==> src/rtl/timer_bank_pkg.sv <==
// Shared constants for the timer bank: register offsets, CTRL fields, MODE codes, FSM states.
package timer_bank_pkg;
  localparam logic [1:0] REG_CTRL   = 2'd0;
  localparam logic [1:0] REG_PRESET = 2'd1;
  localparam logic [1:0] REG_COUNT  = 2'd2;
  localparam logic [1:0] REG_STATUS = 2'd3;

  localparam int CTRL_EN   = 0;
  localparam int CTRL_MODE = 1;
  localparam int CTRL_IM   = 3;
  localparam int CTRL_PSC  = 8;

  localparam logic [1:0] MODE_ONESHOT = 2'b00;
  localparam logic [1:0] MODE_RELOAD  = 2'b01;

  localparam logic [1:0] ST_IDLE = 2'd0;
  localparam logic [1:0] ST_LOAD = 2'd1;
  localparam logic [1:0] ST_CNT  = 2'd2;
  localparam logic [1:0] ST_INT  = 2'd3;
endpackage

==> src/rtl/timer_channel.sv <==
// One timer channel: CTRL/PRESET/COUNT/STATUS registers and the IDLE/LOAD/CNT/INT FSM.
// Optional per-channel prescaler when TIMER_PRESCALE_EN is defined.
module timer_channel
  import timer_bank_pkg::*;
#(
  parameter int CNT_W = 32
) (
  input  logic        clk,
  input  logic        reset,
  input  logic        we_i,
  input  logic [1:0]  reg_i,
  input  logic [31:0] wdata_i,
  output logic [31:0] rd_o,
  output logic        irq_o
);
  logic [1:0]       state_q, state_d;
  logic             en_q, en_d, im_q, im_d, pending_q, pending_d;
  logic [1:0]       mode_q, mode_d;
  logic [CNT_W-1:0] preset_q, preset_d, count_q, count_d;
  logic             tick, set_pend, wr_ctrl, wr_preset, wr_status;
  logic             unused_wd;

  assign wr_ctrl   = we_i && (reg_i == REG_CTRL);
  assign wr_preset = we_i && (reg_i == REG_PRESET);
  assign wr_status = we_i && (reg_i == REG_STATUS);
  assign unused_wd = ^wdata_i;

`ifdef TIMER_PRESCALE_EN
  logic [7:0] psc_q, psc_d, pcnt_q, pcnt_d;
  assign tick   = (pcnt_q == psc_q);
  assign psc_d  = wr_ctrl ? wdata_i[CTRL_PSC +: 8] : psc_q;
  // Prescaler only runs while counting; any other state restarts it.
  assign pcnt_d = (state_q != ST_CNT || tick) ? 8'd0 : pcnt_q + 8'd1;

  always_ff @(posedge clk or posedge reset) begin
    if (reset) begin
      psc_q  <= '0;
      pcnt_q <= '0;
    end else begin
      psc_q  <= psc_d;
      pcnt_q <= pcnt_d;
    end
  end
`else
  assign tick = 1'b1;
`endif

  always_comb begin
    state_d   = state_q;
    en_d      = en_q;
    mode_d    = mode_q;
    im_d      = im_q;
    preset_d  = preset_q;
    count_d   = count_q;
    pending_d = pending_q;
    set_pend  = 1'b0;
    // A CTRL write overrides the one-shot auto-disable in the INT cycle.
    if (wr_ctrl) begin
      en_d   = wdata_i[CTRL_EN];
      mode_d = wdata_i[CTRL_MODE +: 2];
      im_d   = wdata_i[CTRL_IM];
    end else if (state_q == ST_INT && mode_q != MODE_RELOAD) begin
      en_d = 1'b0;
    end
    if (wr_preset) preset_d = wdata_i[CNT_W-1:0];
    case (state_q)
      ST_IDLE: if (en_q) begin
        state_d = ST_LOAD;
        count_d = preset_q;
      end
      ST_LOAD: begin
        state_d = ST_CNT;
        count_d = preset_q;
      end
      ST_CNT: begin
        if (!en_q) begin
          state_d = ST_IDLE;
        end else if (tick) begin
          if (count_q > CNT_W'(1)) begin
            count_d = count_q - CNT_W'(1);
          end else begin
            count_d  = '0;
            state_d  = ST_INT;
            set_pend = 1'b1;
          end
        end
      end
      default: begin
        if (en_d && mode_d == MODE_RELOAD) begin
          state_d = ST_LOAD;
          count_d = preset_q;
        end else begin
          state_d = ST_IDLE;
        end
      end
    endcase
    // Setting beats a coincident W1C.
    if (set_pend) pending_d = 1'b1;
    else if (wr_status && wdata_i[0]) pending_d = 1'b0;
  end

  always_ff @(posedge clk or posedge reset) begin
    if (reset) begin
      state_q   <= ST_IDLE;
      en_q      <= 1'b0;
      mode_q    <= MODE_ONESHOT;
      im_q      <= 1'b0;
      preset_q  <= '0;
      count_q   <= '0;
      pending_q <= 1'b0;
    end else begin
      state_q   <= state_d;
      en_q      <= en_d;
      mode_q    <= mode_d;
      im_q      <= im_d;
      preset_q  <= preset_d;
      count_q   <= count_d;
      pending_q <= pending_d;
    end
  end

  always_comb begin
    rd_o = '0;
    case (reg_i)
      REG_CTRL: begin
        rd_o[CTRL_EN]          = en_q;
        rd_o[CTRL_MODE +: 2]   = mode_q;
        rd_o[CTRL_IM]          = im_q;
`ifdef TIMER_PRESCALE_EN
        rd_o[CTRL_PSC +: 8]    = psc_q;
`endif
      end
      REG_PRESET: rd_o[CNT_W-1:0] = preset_q;
      REG_COUNT:  rd_o[CNT_W-1:0] = count_q;
      default:    rd_o[0]         = pending_q;
    endcase
  end

  assign irq_o = pending_q & im_q;
endmodule

==> src/rtl/timer_bank.sv <==
// CH_NUM-channel memory-mapped timer bank: address decode, write steering, read mux, irq vector.
// Prescaler support is built in when TIMER_PRESCALE_EN is defined.
module timer_bank
  import timer_bank_pkg::*;
#(
  parameter logic [31:0] BASE_ADDR = 32'h0000_7F00,
  parameter int          CH_NUM    = 2,
  parameter int          CNT_W     = 32
) (
  input  logic              clk,
  input  logic              reset,
  input  logic [31:0]       addr,
  input  logic [3:0]        byteen,
  input  logic [31:0]       wdata,
  output logic [31:0]       rdata,
  output logic              hit,
  output logic [CH_NUM-1:0] irq
);
  logic [31:0]              off;
  logic [2:0]               ch_sel;
  logic [1:0]               reg_sel;
  logic                     wr_en;
  logic [CH_NUM-1:0][31:0]  ch_rd;

  // Addresses below BASE_ADDR wrap to large offsets and miss.
  assign off     = addr - BASE_ADDR;
  assign hit     = off < 32'(16 * CH_NUM);
  assign ch_sel  = off[6:4];
  assign reg_sel = off[3:2];
  assign wr_en   = hit && (byteen == 4'hF);

  for (genvar k = 0; k < CH_NUM; k++) begin : g_ch
    timer_channel #(.CNT_W(CNT_W)) u_ch (
      .clk     (clk),
      .reset   (reset),
      .we_i    (wr_en && (ch_sel == 3'(k))),
      .reg_i   (reg_sel),
      .wdata_i (wdata),
      .rd_o    (ch_rd[k]),
      .irq_o   (irq[k])
    );
  end

  always_comb begin
    rdata = '0;
    for (int k = 0; k < CH_NUM; k++)
      if (hit && ch_sel == 3'(k)) rdata = ch_rd[k];
  end
endmodule
==> config.mk <==
export PLATFORM = sky130hd
export DESIGN_NAME = timer_bank
export DESIGN_NICKNAME = d
export VERILOG_FILES = /design/src/rtl/timer_bank_pkg.sv /design/src/rtl/timer_channel.sv /design/src/rtl/timer_bank.sv
export SDC_FILE = /design/constraint.sdc
export NUM_CORES = 1
export LEC_CHECK = 0
export ABC_AREA = 1
export CAP_MARGIN = 5
export CORE_UTILIZATION = 58
export DETAILED_ROUTE_END_ITERATION = 8
export GPL_ROUTABILITY_DRIVEN = 0
export PLACE_DENSITY = 0.87
export SETUP_SLACK_MARGIN = 0.1
export SLEW_MARGIN = 40
export SYNTH_ARGS = -nofsm -noshare
export SYNTH_HDL_FRONTEND = slang
export SYNTH_SLANG_ARGS = --single-unit
==> constraint.sdc <==
create_clock -name clk -period 6.6 [get_ports clk]
set_clock_uncertainty 0.1 [all_clocks]
set_input_delay 1.65 -clock clk [delete_from_list [all_inputs] [get_ports clk]]
set_output_delay 1.65 -clock clk [all_outputs]
set_load 0.01 [all_outputs]
# Yosys cells after proc, flatten, opt, wreduce, memory -nomap -nowiden

Index checks and enable logic that the tools add are counted.

$add $sub $neg: 3
$lt $le $gt $ge: 3
Equal/unequal tests: 21
Muxes and demuxes: 44
Bitwise gates (word level): 2
Reduce and logical (&&, ||, !) cells: 29

Operators with widths:

| operator               | count |
|---|---|
| $mux 32                | 10 |
| $pmux 32 s3            | 2 |
| $pmux 28 s2            | 2 |
| $gt 32x1->1 const B    | 2 |
| $sub 32x1->32 const B  | 2 |
| $lt 32x6->1 const B    | 1 |
| $sub 32x15->32 const B | 1 |
| $pmux 3 s3             | 2 |
| $logic_and 1x1->1      | 17 |
| $mux 1                 | 16 |
| $mux 2                 | 8 |
| $eq 2x2->1 const B     | 6 |
| $ne 2x1->1 const B     | 6 |
| $pmux 2 s3             | 2 |
| $eq 2x1->1 const B     | 5 |
| $reduce_bool 4->1      | 2 |
| $logic_not 2->1        | 3 |
| $ne 3x3->1 const B     | 2 |
| $pmux 1 s3             | 2 |
| $reduce_and 3->1       | 2 |
| $eq 4x4->1 const B     | 1 |
| $reduce_and 2->1       | 2 |
| $reduce_bool 2->1      | 2 |
| $eq 3x1->1 const B     | 1 |
| other kinds (2)        | 3 |

Register bits: 142
Bits of input ports: 70
Output and inout port bits: 35
Logic and storage cells: 116

# Logic depth before layout (Yosys ltp)

Gate-level depths: netlist (run 1).

Depth in word-level cells: 10
Depth in mapped cells: 21
Gate-level depth less buffers: 20

# Cells and area by module

Synthesis (run 1) repeated with hierarchy kept, for this count alone.

Cell total of the unflattened synthesis: 1680
Area total of the unflattened synthesis: 10934.2 um^2

By module, submodules not included:

| module        | times used | cells an instance | area an instance (um^2) | sequential area each (um^2) |
|---|---|---|---|---|
| timer_channel | 2          | 723               | 4815.9                  | 1776.7 |
| timer_bank    | 1          | 234               | 1302.5                  | 0.0 |

# Worst setup path after synthesis (run 1)

OpenSTA, ideal clock, no wires.

Path type: input -> output
Start: input addr[11]
End: output rdata[10]
Data arrival time: 3.377 ns
Slack: 1.473 ns
Stages: 12
Cells stage by stage: nand2_1 nor2_1 nand2_1 buf_6 nand2_1 nand3_1 a21oi_1 nand2_2 nor3_4 clkbuf_1 nand2_1 a21oi_1

Longest elaborated chain between the ends: 5

RTL lines:

| element           | line             | source |
|---|---|---|
| from (decl)       | timer_bank.sv:12 | `input logic [31:0] addr,` |
| $sub 32x15->32 *  | timer_bank.sv:26 | `assign off = addr - BASE_ADDR;` |
| $lt 32x6->1 *     | timer_bank.sv:27 | `assign hit = off < 32'(16 * CH_NUM);` |
| $logic_and 1x1->1 | timer_bank.sv:47 | `if (hit && ch_sel == 3'(k)) rdata = ch_rd[k];` |
| $mux 32           | timer_bank.sv:47 |  |
| $mux 32 *         | timer_bank.sv:47 |  |
| to (decl)         | timer_bank.sv:15 | `output logic [31:0] rdata,` |

Every way passes the cells marked *; elsewhere a longest branch is shown, timed or not.

# Worst setup path in the final report (run 1)

Start: input addr[12]
End: output rdata[10]

Same word-level chain as after synthesis.

==> flow_summary.ini, run 1 <==
[placed_design]
pre_cts_slack_ps = 218
post_dp_cell_area_um2 = 10600
io_buffers = 102
hpwl_um = 20000

[power]
power_density_nw_per_um2 = 171
power.total_w = 0.00191
peakVddDrop_uv = 200
leakagePower_nw = 5.52

[detailed_routing]
initialDrtViolationCount = 1586
via_count = 10100
post_drt_wl_per_cell_um = 16.7
drtPass1Iterations = 5
ant_nets = 0
viasPerCell = 5.88
drcViolationCount = 0
drt_wl_total_um = 28600

[synth]
synthTopCellsByCount = 413 x nand2_1, 196 x inv_1, 142 x dfrtp_1, 118 x o21ai_0
ys_ff_latch = 142
ys_warn_count = 0
post-synth-top-count-cell = nand2_1
syn_area_um2 = 9530
syn_nets = 1497
synth_flop_cell = dfrtp_1
synth.largest_area_cell = dfrtp_1
ys_types = 36
synth_edf_count = 0
yosys.area.top_type_share = 0.373
synth_cells = 1418
synthTopCellsByArea = dfrtp_1 37%, nand2_1 16%, inv_1 7.7%
synth.avg_cell_area_um2 = 6.72
yosysSeqAreaShare = 0.373
synthArstFlopShare = 1.00

[clock_tree]
numCtsBuffers = 17
numClockSinks = 142
tritoncts = built
clock_latency_ps = 440
hold_buffers = 0
root_buffer = clkbuf_16
htree_levels = 4
cts.clk_slew.worst_paths_ps = 70
cts_buffer_depth = 2

[worst_setup_path]
crit_top_cell = nand2_1
critPathTopFamily = simple AND/OR/NAND/NOR gates
worstReg2RegStart = g_ch[0].u_ch.count_q[0]$_DFFE_PP0P_
arrival_ps = 4590
rr_worst_depth = 13
rrSetupSlack_ps = 3370
cp_cell_sequence = clkdlybuf4s50_1 -> nand2_1 -> nor2_1 -> nand2_2 -> nand2_1 -> nand2_1 -> nand2_1 -> nand2_1 -> nor2_1 -> nand3_2 -> nor3_4 -> buf_12 -> nand2_1 -> a21oi_1 -> clkdlybuf4s50_1
crit_buf_inv = 3
crit_fanout = 36
required_ps = 4850
endpoint_kind = primary output
rr_endpoint = g_ch[0].u_ch.count_q[30]$_DFFE_PP0P_
worst_path_max_delay_cell = clkdlybuf4s50_1
worstSetupStartpointType = primary input
path_class = in -> out
max_stage_delay_ps = 580

[floorplanning]
core_um2 = 15900
initial_core_util = 0.598
die-area_um2 = 16900
dieWidth_um = 130
io_pins = 105
die_h_um = 130
rows = 46

[sta]
setup_violations = 0
max_clock_freq_ghz = 0.158
fin_setup_tns_ps = 0
slew-limit-headroom = 0.503
final_max_slew_viol_count = 0
period_share = 0.960
rsz0062_at_grt = no
worst_slew_pin_slew_ps = 745
hold_viol_final = 0
worst_slack_ps = 264
fin_crit_ps = 6340
whs_ps = 373

[global_route]
grt_max_degree = 106
grt_remaining_overflow = 0
grt.total_usage = 0.352
antenna_found_initial = 0
grt_pass1_wl_um = 45700
first_global_vias = 9026

[finish]
fin_nets = 1559
syn_to_final_growth_pct = 17.6
fin_area_um2 = 11200
diodes = 0
layout-drive-gt1-share = 0.0529

[min_path]
hold_start = g_ch[0].u_ch.count_q[30]$_DFFE_PP0P_
hold_class = reg -> reg
min_to = g_ch[0].u_ch.count_q[30]$_DFFE_PP0P_
hold_depth = 2

[job]
maxCapViolCount = 0

[outcome]
status = finished clean
how the worst max path moves through the flow:
| stage | cells after the start | slack, ps | end | start |
|---|---|---|---|---|
| finish | 15 | 260 | rdata[10] | addr[12] |
| global route | 15 | 110 | rdata[10] | addr[11] |
| CTS | 15 | 240 | rdata[7] | addr[12] |
| detailed placement | 15 | 220 | rdata[11] | addr[12] |
| global placement | 15 | 280 | rdata[14] | addr[9] |
| floorplan | 1 | 1040 | g_ch[0].u_ch.count_q[0]$_DFFE_PP0P_ | reset |
power by group:
group / total, W / switching [W] / internal [W]
combinational: 0.000124 / 0.0000752 / 0.0000488
sequential: 0.000870 / 0.000000000000655 / 0.000870
clock: 0.000921 / 0.000429 / 0.000492
layer usage:
metal	track usage	up-vias	wire length [um]
met2	0.525	607	12900
met5	0	-	0
met1	0.492	4627	11900
li1	-	4731	-
met3	0.0836	86	2930
met4	0.142	0	937
layout by cell type (no fill, tap or decap), drive strengths merged:
| master | Yosys | final |
|---|---|---|
| nand2 | 419 | 419 |
| inv | 199 | 206 |
| dfrtp | 142 | 142 |
| o21ai | 121 | 121 |
| nor2 | 110 | 110 |
| nand3 | 105 | 105 |
| clkdlybuf4s50 | 0 | 102 |
| o22ai | 96 | 96 |
| a21oi | 42 | 42 |
| xor2 | 40 | 40 |
| nor3 | 21 | 21 |
| nand4 | 19 | 19 |
| clkbuf | 54 | 17 |
| buf | 16 | 11 |
| ha | 9 | 9 |
| nor4 | 7 | 7 |
| clkinvlp | 0 | 5 |
| o211ai | 4 | 4 |
| xnor2 | 4 | 4 |
| a31oi | 3 | 3 |
| or2 | 3 | 3 |
| clkinv | 0 | 3 |
| o221ai | 2 | 2 |
| and3 | 1 | 1 |
| o31ai | 1 | 1 |
timing repair:
| item | CTS | global route |
|---|---|---|
| resized for setup | 0 | 4 |
| endpoints found under the setup margin | 0 | 25 |
| setup buffers | 0 | 0 |
state kept, by name, indices dropped and copies added, names as in the netlist:
name,cells
g_ch.u_ch.count_q,64
g_ch.u_ch.en_q,2
g_ch.u_ch.im_q,2
g_ch.u_ch.mode_q,4
g_ch.u_ch.pending_q,2
g_ch.u_ch.preset_q,64
g_ch.u_ch.state_q,4
layout make-up:
type	instances	area [um^2]
tap	216	270
timing repair buffer	113	1140
fill	1344	4730
clock inverter	15	129
multi-input combinational	1007	4940
inverter	199	754
clock buffer	17	425
sequential	142	3550
kinds of logic after synthesis:
kind of cell | count (synthesis) | synth area share
simple gates | 685 | 0.305
compound gates | 269 | 0.156
buf+inv | 269 | 0.114
flops | 142 | 0.373
xor+xnor | 44 | 0.0404
fa+ha+maj | 9 | 0.0118
through the flow:
stage / util / cells
6_report: 0.703 / 1709
5_1_grt: 0.703 / 1709
4_1_cts: 0.702 / 1709
3_5_place_dp: 0.667 / 1677
3_3_place_gp: 0.666 / 1677
2_1_floorplan: - / 1418
tightest hold or removal path, stage by stage (launching register included):
cell     delay (ps)
dfrtp_1         350
nand2_1          50
nand2_1          50
No activity file was read; power rests on OpenSTA's default activity.
==> run 2, diff against run 1 <==
Settings changed: CTS_CLUSTER_DIAMETER set to 80.
==> results of run 2 <==
Final layout, timing and power as in run 1 (identical DEF).
==> run 3, diff against run 2 <==
Settings changed: CORE_UTILIZATION 58 to 52, PLACE_DENSITY 0.87 to 0.82.
Clock period 6.6 ns to 5.4 ns, I/O delays scaled along.
==> run 3 against run 2 <==
  * Final area rose by 3.4%
  * Final cell count is 2.5% higher
  * Register-to-register slack worse by 1100 ps
  * Wire length is 5.7% higher
  * Sequential share of layout area down 1.1 points
  * Count of clock-buffer cells in the layout up 2
  * First-iteration DRC count is 11% lower
  * Power rose by 24%
  * Core utilization down 5.8 points
  * Global-route usage shrank 2.5 points
  * Die area up 11%
  * Critical path type unchanged
==> flow_summary.ini, run 3 (synthesis results as in run 1) <==
[clock_tree]
numClockSinks = 142
cts.clk_slew.worst_paths_ps = 60
htree_levels = 4
numCtsBuffers = 17
clock_latency_ps = 440
root_buffer = clkbuf_16
cts_buffer_depth = 2
tritoncts = built

[detailed_routing]
initialDrtViolationCount = 1413
post_drt_wl_per_cell_um = 17.3
drtPass1Iterations = 6
via_count = 10300
viasPerCell = 5.88
drcViolationCount = 0
drt_wl_total_um = 30200
ant_nets = 0

[finish]
layout-drive-gt1-share = 0.119
multi_input_area_um2 = 5100
top_regs = g_ch.u_ch.count_q x64, g_ch.u_ch.preset_q x64
fin_nets = 1588
diodes = 0
final_common_cell = nand2_1
syn_to_final_growth_pct = 21.7
fillers = 1519
final_cell_mix = 408 x nand2_1, 192 x inv_1, 142 x dfrtp_1, 117 x o21ai_0, 101 x nand3_1
regArea_um2 = 3550
fin_util = 0.646

[floorplanning]
initial_core_util = 0.531
dieWidth_um = 137
die-area_um2 = 18900
io_pins = 105
die_h_um = 137
core_um2 = 18000
rows = 49

[sta]
whs_ps = 376
hold_viol_final = 0
final_max_slew_viol_count = 0
max_clock_freq_ghz = 0.191
rsz0062_at_grt = no
setup_violations = 0
slew-limit-headroom = 0.504
period_share = 0.967
fin_crit_ps = 5220
worst_slew_pin_slew_ps = 745

[worst_setup_path]
arrival_ps = 3770
worstSetupStartpointType = primary input
crit_top_cell = nand2_1
worst_path_max_delay_cell = clkdlybuf4s50_1
endpoint_kind = primary output
cp_cell_sequence = clkdlybuf4s50_1 -> nand2_2 -> nor2_4 -> nand2_4 -> nand2_2 -> nand2_1 -> nand2_1 -> nand2_1 -> nor2_2 -> nand3_4 -> buf_6 -> nor3_4 -> buf_12 -> buf_16 -> nand2_1 -> a21oi_2 -> buf_2
crit_fanout = 16
path_class = in -> out
required_ps = 3950
max_stage_delay_ps = 510

[placed_design]
io_buffers = 102
hpwl_um = 20200

[global_route]
grt_max_degree = 99
antenna_found_initial = 1
grt_remaining_overflow = 0
grt.total_usage = 0.328
grt_pass1_wl_um = 47600
first_global_vias = 9348

[power]
power_density_nw_per_um2 = 204
power.total_w = 0.00237
peakVddDrop_uv = 226
leakagePower_nw = 5.91

[job]
maxCapViolCount = 0

[outcome]
status = finished clean

[min_path]
hold_class = reg -> reg
## run 3: cell count changes in the layout (fill, tap and decap cells not counted), sizes merged
| cell | change |
|---|---|
| dlymetal6s2s | +14 |
| nand2 | +1 |
| clkdlybuf4s15 | +1 |
| dlygate4sd2 | +1 |
| clkbuf | +6 |
| clkdlybuf4s50 | -47 |
| inv | -4 |
| buf | +55 |
| bufinv | +1 |
| clkinv | +1 |
## run 3: worst paths after layout
check / from / to / slack (ps) / cells past startpoint
setup / recovery: addr[14] / rdata[19] / 180 / 17
hold / removal: g_ch[1].u_ch.count_q[5]$_DFFE_PP0P_ / g_ch[1].u_ch.count_q[5]$_DFFE_PP0P_ / 380 / 2
setup reg to reg: g_ch[0].u_ch.count_q[0]$_DFFE_PP0P_ / g_ch[0].u_ch.count_q[30]$_DFFE_PP0P_ / 2260 / 13
hold reg to reg: g_ch[1].u_ch.count_q[5]$_DFFE_PP0P_ / g_ch[1].u_ch.count_q[5]$_DFFE_PP0P_ / 380 / 2
max in group asynchronous: reset / g_ch[1].u_ch.count_q[19]$_DFFE_PP0P_ / 3100 / 3
min in group asynchronous: reset / g_ch[1].u_ch.preset_q[7]$_DFFE_PP0P_ / 1320 / 2
## run 3: layer usage
layer / track usage / up-vias / part of all wire
met5: 0 / - / 0
met4: 0.119 / 0 / 0.032
li1: - / 4784 / -
met3: 0.0714 / 90 / 0.097
met1: 0.457 / 4773 / 0.41
met2: 0.497 / 645 / 0.46
## run 3: cell type report
| type | instances | share of cell area |
|---|---|---|
| Clock buffer | 19 | 0.0382 |
| Clock inverter | 13 | 0.00982 |
| Sequential cell | 142 | 0.306 |
| Multi-Input combinational cell | 1008 | 0.440 |
| Inverter | 199 | 0.0650 |
| Timing Repair Buffer | 141 | 0.116 |
| Tap cell | 229 | 0.0247 |
## run 3: critical path: cells and delay by family
kind                   cells  cell delay, ps
AO/OA/AOI/OAI              1             180
buffers and inverters      5            1120
AND/OR/NAND/NOR           11            1090
## run 3: where the power goes
group,switching (W),leakage (nW),internal (W),total [W]
combinational,0.000101,3.68,0.0000668,0.000167
clock,0.000490,0.262,0.000645,0.00113
sequential,0.000000000000805,1.96,0.00106,0.00106
total,0.000590,5.91,0.00178,0.00237
## run 3: timing repair
| item | 4_1_cts | 5_1_grt |
|---|---|---|
| gates cloned | 3 | 1 |
| hold buffers | 0 | 0 |
| resized for setup | 143 | 55 |
| pin swaps | 20 | 18 |
| setup endpoints to repair | 32 | 32 |
| buffers inserted | 4 | 1 |
## run 3: stage by stage
step	std cells	TNS, ps	cell area, um^2	worst slack [ps]
floorplan	1418	0	9530	140
finish	1751	0	11600	178
detailed placement	1710	-8870	10800	-351
global placement	1710	-7030	10800	-301
CTS	1749	0	11500	72.9
global route	1751	0	11600	60.3
